`src/rtl/write_master.sv`:
```
// AXI4 write master: drains an FWFT FIFO to a destination address as a
// series of INCR bursts. Bursts are capped at MAX_BURST_BEATS, never cross
// a 4 KB page, and each B response is collected before the next AW goes out.
module write_master #(
  parameter int C_M_AXI_ADDR_WIDTH = 32,
  parameter int C_M_AXI_DATA_WIDTH = 32,
  parameter int MAX_BURST_BEATS    = 16
) (
  input  logic                              clk,
  input  logic                              reset,
  input  logic                              i_start,
  input  logic [31:0]                       i_dst_addr,
  input  logic [31:0]                       i_total_len,
  output logic                              o_write_done,
  output logic                              o_busy,
  output logic                              o_write_error,
  input  logic                              i_fifo_empty,
  input  logic [C_M_AXI_DATA_WIDTH-1:0]     i_fifo_data,
  output logic                              o_fifo_pop,
  output logic [C_M_AXI_ADDR_WIDTH-1:0]     m_axi_awaddr,
  output logic [7:0]                        m_axi_awlen,
  output logic [2:0]                        m_axi_awsize,
  output logic [1:0]                        m_axi_awburst,
  output logic                              m_axi_awvalid,
  input  logic                              m_axi_awready,
  output logic [C_M_AXI_DATA_WIDTH-1:0]     m_axi_wdata,
  output logic [C_M_AXI_DATA_WIDTH/8-1:0]   m_axi_wstrb,
  output logic                              m_axi_wlast,
  output logic                              m_axi_wvalid,
  input  logic                              m_axi_wready,
  input  logic [1:0]                        m_axi_bresp,
  input  logic                              m_axi_bvalid,
  output logic                              m_axi_bready
);

  typedef enum logic [1:0] {S_IDLE, S_ADDR, S_DATA, S_RESP} state_t;

  state_t                          r_state;
  logic [C_M_AXI_ADDR_WIDTH-1:0]   r_addr;
  logic [29:0]                     r_words;
  logic [8:0]                      r_beats;
  logic [8:0]                      r_beat_cnt;
  logic                            r_awvalid;
  logic                            r_done;
  logic                            r_err;

  logic [12:0]                     w_room_bytes;
  logic [31:0]                     w_min;
  logic [8:0]                      w_beats;
  logic [8:0]                      w_len9;
  logic                            w_wvalid;
  logic                            w_wlast;
  logic [9:0]                      w_unused;

  // Bytes left before the next 4 KB page; address is word aligned so >>2 is exact.
  assign w_room_bytes = 13'h1000 - {1'b0, r_addr[11:0]};

  // Next burst length: smallest of remaining words, burst cap and page room.
  always_comb begin
    w_min = 32'(MAX_BURST_BEATS);
    if ({2'b00, r_words} < w_min) w_min = {2'b00, r_words};
    if ({21'b0, w_room_bytes[12:2]} < w_min) w_min = {21'b0, w_room_bytes[12:2]};
  end

  assign w_beats  = w_min[8:0];
  assign w_len9   = w_beats - 9'd1;
  assign w_unused = {w_min[31:25], w_len9[8], i_total_len[1:0]};

  assign w_wvalid = (r_state == S_DATA) && !i_fifo_empty;
  assign w_wlast  = (r_beat_cnt == r_beats - 9'd1);

  assign m_axi_awaddr  = r_addr;
  assign m_axi_awlen   = w_len9[7:0];
  assign m_axi_awsize  = 3'b010;
  assign m_axi_awburst = 2'b01;
  assign m_axi_awvalid = r_awvalid;
  assign m_axi_wdata   = i_fifo_data;
  assign m_axi_wstrb   = '1;
  assign m_axi_wlast   = w_wlast;
  assign m_axi_wvalid  = w_wvalid;
  assign m_axi_bready  = (r_state == S_RESP);
  assign o_fifo_pop    = w_wvalid && m_axi_wready;
  assign o_busy        = (r_state != S_IDLE);
  assign o_write_done  = r_done;
  assign o_write_error = r_err;

  // Transfer sequencer: address phase, data beats, response, repeat until no words remain.
  always_ff @(posedge clk or posedge reset) begin
    if (reset) begin
      r_state    <= S_IDLE;
      r_addr     <= '0;
      r_words    <= '0;
      r_beats    <= '0;
      r_beat_cnt <= '0;
      r_awvalid  <= 1'b0;
      r_done     <= 1'b0;
      r_err      <= 1'b0;
    end else begin
      case (r_state)
        S_IDLE: begin
          if (i_start) begin
            r_addr  <= C_M_AXI_ADDR_WIDTH'(i_dst_addr);
            r_words <= i_total_len[31:2];
            r_err   <= 1'b0;
            if (i_total_len[31:2] == 30'd0) begin
              r_done <= 1'b1;
            end else begin
              r_done    <= 1'b0;
              r_awvalid <= 1'b1;
              r_state   <= S_ADDR;
            end
          end
        end
        S_ADDR: begin
          if (m_axi_awready) begin
            r_awvalid  <= 1'b0;
            r_beats    <= w_beats;
            r_beat_cnt <= '0;
            r_state    <= S_DATA;
          end
        end
        S_DATA: begin
          if (w_wvalid && m_axi_wready) begin
            r_beat_cnt <= r_beat_cnt + 9'd1;
            if (w_wlast) r_state <= S_RESP;
          end
        end
        S_RESP: begin
          if (m_axi_bvalid) begin
            if (m_axi_bresp != 2'b00) r_err <= 1'b1;
            r_addr  <= r_addr + C_M_AXI_ADDR_WIDTH'({r_beats, 2'b00});
            r_words <= r_words - {21'b0, r_beats};
            if (r_words == {21'b0, r_beats}) begin
              r_done  <= 1'b1;
              r_state <= S_IDLE;
            end else begin
              r_awvalid <= 1'b1;
              r_state   <= S_ADDR;
            end
          end
        end
        default: r_state <= S_IDLE;
      endcase
    end
  end

endmodule

```
`config.mk`:
```
export PLATFORM = sky130hd
export DESIGN_NAME = write_master
export DESIGN_NICKNAME = d
export VERILOG_FILES = /design/src/rtl/write_master.sv
export SDC_FILE = /design/constraint.sdc
export NUM_CORES = 1
export LEC_CHECK = 0
export CAP_MARGIN = 20
export CORE_ASPECT_RATIO = 1.1
export CORE_MARGIN = 1.5
export CORE_UTILIZATION = 54
export CTS_BUF_LIST = sky130_fd_sc_hd__clkbuf_2
export DETAILED_ROUTE_END_ITERATION = 7
export PLACE_DENSITY = 0.95
export SYNTH_ARGS = -nofsm -noshare
export SYNTH_HDL_FRONTEND = slang
export SYNTH_SLANG_ARGS = --single-unit
```
`constraint.sdc`:
```
create_clock -name clk -period 7.9 [get_ports clk]
set_clock_uncertainty 0.2 [all_clocks]
set_input_delay 1.185 -clock clk [delete_from_list [all_inputs] [get_ports clk]]
set_output_delay 1.185 -clock clk [all_outputs]
set_load 0.03 [all_outputs]
```
Yosys cells after proc, flatten, opt, wreduce, memory -nomap -nowiden
Cells that the tools add are included.
{"block": "totals", "ff_bits": 85, "output_inout_bits": 89, "in_bits": 105}
{"block": "classes", "n_lt_le_gt_ge": 2, "reduce_logical": 17, "add_sub_neg": 6, "eq_ne": 14, "n_mux": 34}
{"operator": "2-to-1 mux 30 bit", "n": 3}
{"operator": "2-to-1 mux 32 bit", "n": 2}
{"operator": "case mux 32 bit (2 select lines)", "n": 1}
{"operator": "case mux 30 bit (2 select lines)", "n": 1}
{"operator": "adder 32 x 11 -> 32 bit", "n": 1}
{"operator": "== test 30 x 9 -> 1 bit", "n": 1}
{"operator": "logical NOT 30 bit", "n": 1}
{"operator": "less-than comparator 11 x 30 -> 1 bit", "n": 1}
{"operator": "less-than comparator 30 x 5 -> 1 bit (second input constant)", "n": 1}
{"operator": "subtractor 30 x 9 -> 30 bit", "n": 1}
{"operator": "2-to-1 mux 9 bit", "n": 3}
{"operator": "case mux 9 bit (2 select lines)", "n": 1}
{"operator": "!= test 2 bit (second input constant)", "n": 7}
{"operator": "2-to-1 mux 1 bit", "n": 13}
{"operator": "subtractor 13 x 12 -> 13 bit (first input constant)", "n": 1}
{"operator": "2-to-1 mux 2 bit", "n": 6}
{"operator": "AND reduction 6 bit", "n": 2}
{"operator": "adder 9 x 1 -> 9 bit (second input constant)", "n": 1}
{"operator": "== test 9 bit", "n": 1}
{"operator": "subtractor 9 x 1 -> 9 bit (second input constant)", "n": 1}
{"operator": "case mux 2 bit (4 select lines)", "n": 1}
{"operator": "AND reduction 4 bit", "n": 2}
{"operator": "nonzero test 2 bit", "n": 4}
{"operator": "subtractor 8 x 1 -> 8 bit (second input constant)", "n": 1}
{"operator": "11 further kinds", "n": 16}

Logic depth before layout (Yosys ltp)
{"block": "depth", "word_depth": 5, "mapped_depth": 19, "mapped_depth_nobuf": 19}

Least setup slack after synthesis
OpenSTA, ideal clock, no wires.
{"block": "synth_path", "kind": "reg2out", "startpoint": "register r_words[23]", "endpoint": "output port m_axi_awlen[6]", "setup_slack_ns": 1.587, "arrival_time_ns": 4.928, "path_stages_with_launch": 18, "required_time_ns": 6.515, "path_cell_list": "dfrtp_1 -> or4_4 -> nor3_4 -> and4b_4 -> buf_6 -> nand2_1 -> ha_1 -> a21o_1 -> maj3_1 -> a2111oi_2 -> o21ai_4 -> mux2i_1 -> ha_1 -> nor3b_1 -> nand2_1 -> nor2_1 -> xnor2_1 -> mux2i_1"}
{"block": "synth_via", "elab_chain_cells": 5}
{"item": "start, declared", "line_no": "40", "text": "logic [29:0] r_words;"}
{"item": "start signal, assigned", "line_no": "103", "text": "r_words <= i_total_len[31:2];"}
{"item": "start signal, assigned", "line_no": "132", "text": "r_words <= r_words - {21'b0, r_beats};"}
{"item": "less-than comparator 30 x 5 -> 1 bit", "line_no": "61", "text": "if ({2'b00, r_words} < w_min) w_min = {2'b00, r_words};"}
{"item": "2-to-1 mux 30 bit *", "line_no": "61"}
{"item": "less-than comparator 11 x 30 -> 1 bit", "line_no": "62", "text": "if ({21'b0, w_room_bytes[12:2]} < w_min) w_min = {21'b0, w_room_bytes[12:2]};"}
{"item": "2-to-1 mux 9 bit *", "line_no": "62"}
{"item": "subtractor 8 x 1 -> 8 bit *", "line_no": "66", "text": "assign w_len9 = w_beats - 9'd1;"}
{"item": "end, declared", "line_no": "21", "text": "output logic [7:0] m_axi_awlen,"}
Mark *: on every way between the ends. The rest lies on a longest branch, timed or not.

Final worst setup path
{"block": "layout_path", "startpoint": "register r_words[14]", "endpoint": "output port m_axi_awlen[6]"}
The elaborated chain is that of the path after synthesis.

==> flow_summary.yaml <==
run_status:
  status: "complete, no violations"
setup_path:
  crit_chain: "nor3_1 -> nand3_1 -> and4b_4 -> nand2_1 -> ha_1 -> a21o_1 -> maj3_1 -> a2111oi_2 -> o21ai_4 -> mux2i_1 -> ha_1 -> nor3b_1 -> nand2_1 -> nor2_1 -> xnor2_1 -> mux2i_1 -> clkdlybuf4s50_1"
  required_ps: 6510
  setup.worst_path.end: "m_axi_awlen[6]"
  cp_num_buf_inv: 1
  cp_top_family: "simple AND/OR/NAND/NOR gates"
  worst_setup_path_start_kind: "flop"
  crit_start: "r_words[14]"
  slowest_stage: "clkdlybuf4s50_1"
  rr_worst_depth: 12
  critPathMaxFanout: 13
  path_class: "flop to output pin"
  r2r-end: "r_beats[4]"
  cp.arrival_ps: 6040
  path_depth: 17
  r2r_slack_ps: 3700
  cp-end-kind: "output pin"
  r2r_start: "r_words[14]"
  cpPeakStageDelay_ps: 690
clocking:
  cts_tree: "built"
  cts_sinks: 85
  postCtsHoldBufs: 0
  cts_buffers: 9
  h-tree-depth: 3
  root_buffer: "clkbuf_2"
  path_clk_slew_ps: 220
  clockBufferDepth: 2
  clk_latency_ps: 590
synth:
  synthesis.area_mm2: 0.00691
  synth_seq_cells: 85
  synth_edf_count: 0
  synth_cells: 847
  ys_seq_area_frac: 0.308
  yosysTopAreaCell: "dfrtp_1"
  yosysMostFrequentCell: "dfrtp_1"
  synth-main-ff-cell: "dfrtp_1"
  async_reset_ff_frac: 1.00
  yosysWarnings: 0
  synthDistinctLibCells: 73
  yosys.area.top_type_share: 0.308
  syn_area_per_cell_um2: 8.15
  synth_area_leaders: "dfrtp_1 31%, ha_1 6.3%, buf_4 4.5%"
  yosys-top-cells-count: "85 x dfrtp_1, 80 x nand2_1, 62 x nor2_1, 58 x a21oi_1, 50 x o21ai_0"
routing:
  vias: 6753
  wl_per_cell_um: 17.0
  drt-total-wl_um: 18400
  drt-initial-drc-count: 418
  drt_drc_violations_left: 0
  final_antenna_net_count: 0
  drt_pass1_iterations: 6
  routed_via_density: 6.24
sta:
  rsz0062_at_grt: "no"
  finalHoldViolations: 0
  setup_tns_ps: 0
  worst_pin_slew_ps: 954
  relSlewSlack: 0.363
  timing.fmax_mhz: 135
  period_needed_ps: 7420
  setup-violations-final: 0
  finalCritPeriodShare: 0.940
  finalMaxSlewViolations: 0
  hold_slack_ps: 335
die:
  die_height_um: 122
  dieWidth_um: 111
  floorplan.initialDensity: 0.551
  fp.coreArea_mm2: 0.0125
  row_count: 43
  die_area_mm2: 0.0135
  ios: 194
grt:
  grt_use_total: 0.273
  grt_max_degree: 86
  antenna_found_initial: 0
  grt_overflow: 0
  first_global_vias: 6331
  grt_pass1_wl_um: 30100
final_layout:
  diodes: 0
  n_fill_cell: 1021
  fin_util: 0.645
  drive_above_1_share: 0.0541
  instances_no_fill: 1082
  stdcell_area_mm2: 0.00809
  syn2layout_area_growth_pct: 17.1
  nets: 1063
job:
  drv_cap: 0
place:
  io_buffers: 118
  gp_congestion: 0.913
  dp.cells: 1062
  dpl.hpwl_um: 13200
  dpl_cell_area_mm2: 0.00793
power:
  power.leakage_nw: 3.28
  power_density_mw_per_mm2: 482
  ir_drop_uv: 409
worst_hold_path:
  hp-class: "flop to flop"
  worstHoldStart: "o_write_done"
-- layout make-up --
class / instances / area (um2) / area share
Clock buffer: 9 / 45.0 / 0.00557
Clock inverter: 6 / 55.1 / 0.00681
Inverter: 34 / 129 / 0.0159
Tap cell: 157 / 196 / 0.0243
Timing Repair Buffer: 129 / 1280 / 0.159
Multi-Input combinational cell: 662 / 4250 / 0.526
Sequential cell: 85 / 2130 / 0.263
-- repair_timing --
action | 4_1_cts | 5_1_grt
setup buffers | 0 | 4
gates resized for setup | 0 | 0
setup endpoints to repair | 0 | 1
-- per-stage QoR --
step                power, mW  setup slack [ps]
floorplan                2.88              1590
detailed placement       3.63              1150
global placement         3.54              1340
global route             4.21              2.01
finish                   3.90               475
CTS                      3.86               488
-- how the worst min path moves through the flow --
stage / slack, ps / depth (start not counted) / end
final: 340 / 1 / o_write_done
after global routing: 340 / 1 / o_write_done
after CTS: 330 / 1 / o_write_done
after detailed placement: 290 / 1 / o_write_done
after global placement: 280 / 1 / o_write_done
after floorplan: 280 / 2 / r_words[8]
-- layout by cell type, fill, tap and decap left out, drive strengths merged, types with 6 or more instances in the layout --
| cell type | Yosys | routed |
|---|---|---|
| a211oi | 10 | 10 |
| a21o | 9 | 9 |
| a21oi | 58 | 58 |
| a22oi | 7 | 7 |
| a31oi | 9 | 9 |
| and2 | 8 | 8 |
| and3 | 9 | 9 |
| buf | 45 | 11 |
| clkbuf | 34 | 9 |
| clkdlybuf4s50 | 0 | 118 |
| conb | 2 | 15 |
| dfrtp | 85 | 85 |
| ha | 35 | 35 |
| inv | 34 | 33 |
| mux2i | 26 | 26 |
| nand2 | 80 | 80 |
| nand2b | 6 | 6 |
| nand3 | 30 | 30 |
| nand4 | 13 | 13 |
| nor2 | 62 | 62 |
| nor2b | 12 | 12 |
| nor3 | 37 | 37 |
| nor3b | 7 | 7 |
| nor4 | 14 | 14 |
| o211ai | 6 | 6 |
| o21a | 8 | 8 |
| o21ai | 52 | 52 |
| o22ai | 26 | 26 |
| o31ai | 6 | 6 |
| or3 | 20 | 20 |
| xnor2 | 18 | 18 |
| xor2 | 15 | 15 |
-- cells by family (layout without fill, tap and decap cells) --
kind of cell | after synthesis | in the layout | share of synthesized area
flip-flops | 85 | 85 | 0.308
AO/OA/AOI/OAI | 228 | 228 | 0.213
multiplexers | 31 | 31 | 0.0464
XOR/XNOR | 33 | 33 | 0.0418
buffers and inverters | 113 | 178 | 0.0850
other | 2 | 15 | 0.00109
adder cells (fa/ha/maj) | 38 | 38 | 0.0707
AND/OR/NAND/NOR | 317 | 317 | 0.234
-- flip-flops by register name (all words and copies together) (netlist names) --
register / cells
r_words: 30
o_write_error: 1
o_write_done: 1
r_state: 2
m_axi_awaddr: 32
r_beats: 9
m_axi_awvalid: 1
r_beat_cnt: 9
-- worst register-to-register path, stage by stage (launching register included) --
cell	delay [ps]
dfrtp_1	480
nor3_1	360
nand3_1	300
and4b_4	520
nand2_1	120
ha_1	320
a21o_1	170
maj3_1	350
a2111oi_2	540
o21ai_4	220
buf_4	200
mux2_4	290
o21ai_2	110
-- power breakdown --
part	switching, mW	total (mW)	internal (mW)
Clock	0.160	0.228	0.0681
Sequential	0.313	0.962	0.648
Combinational	1.60	2.71	1.11
Total	2.07	3.90	1.82
-- metal layers --
metal | wire length, um | part of all wire | track usage
met1 | 7750 | 0.42 | 0.359
met2 | 8690 | 0.47 | 0.446
met3 | 1390 | 0.076 | 0.0358
met4 | 610 | 0.033 | 0.138
met5 | 0 | 0 | 0
No activity file was read; power rests on OpenSTA's default activity.
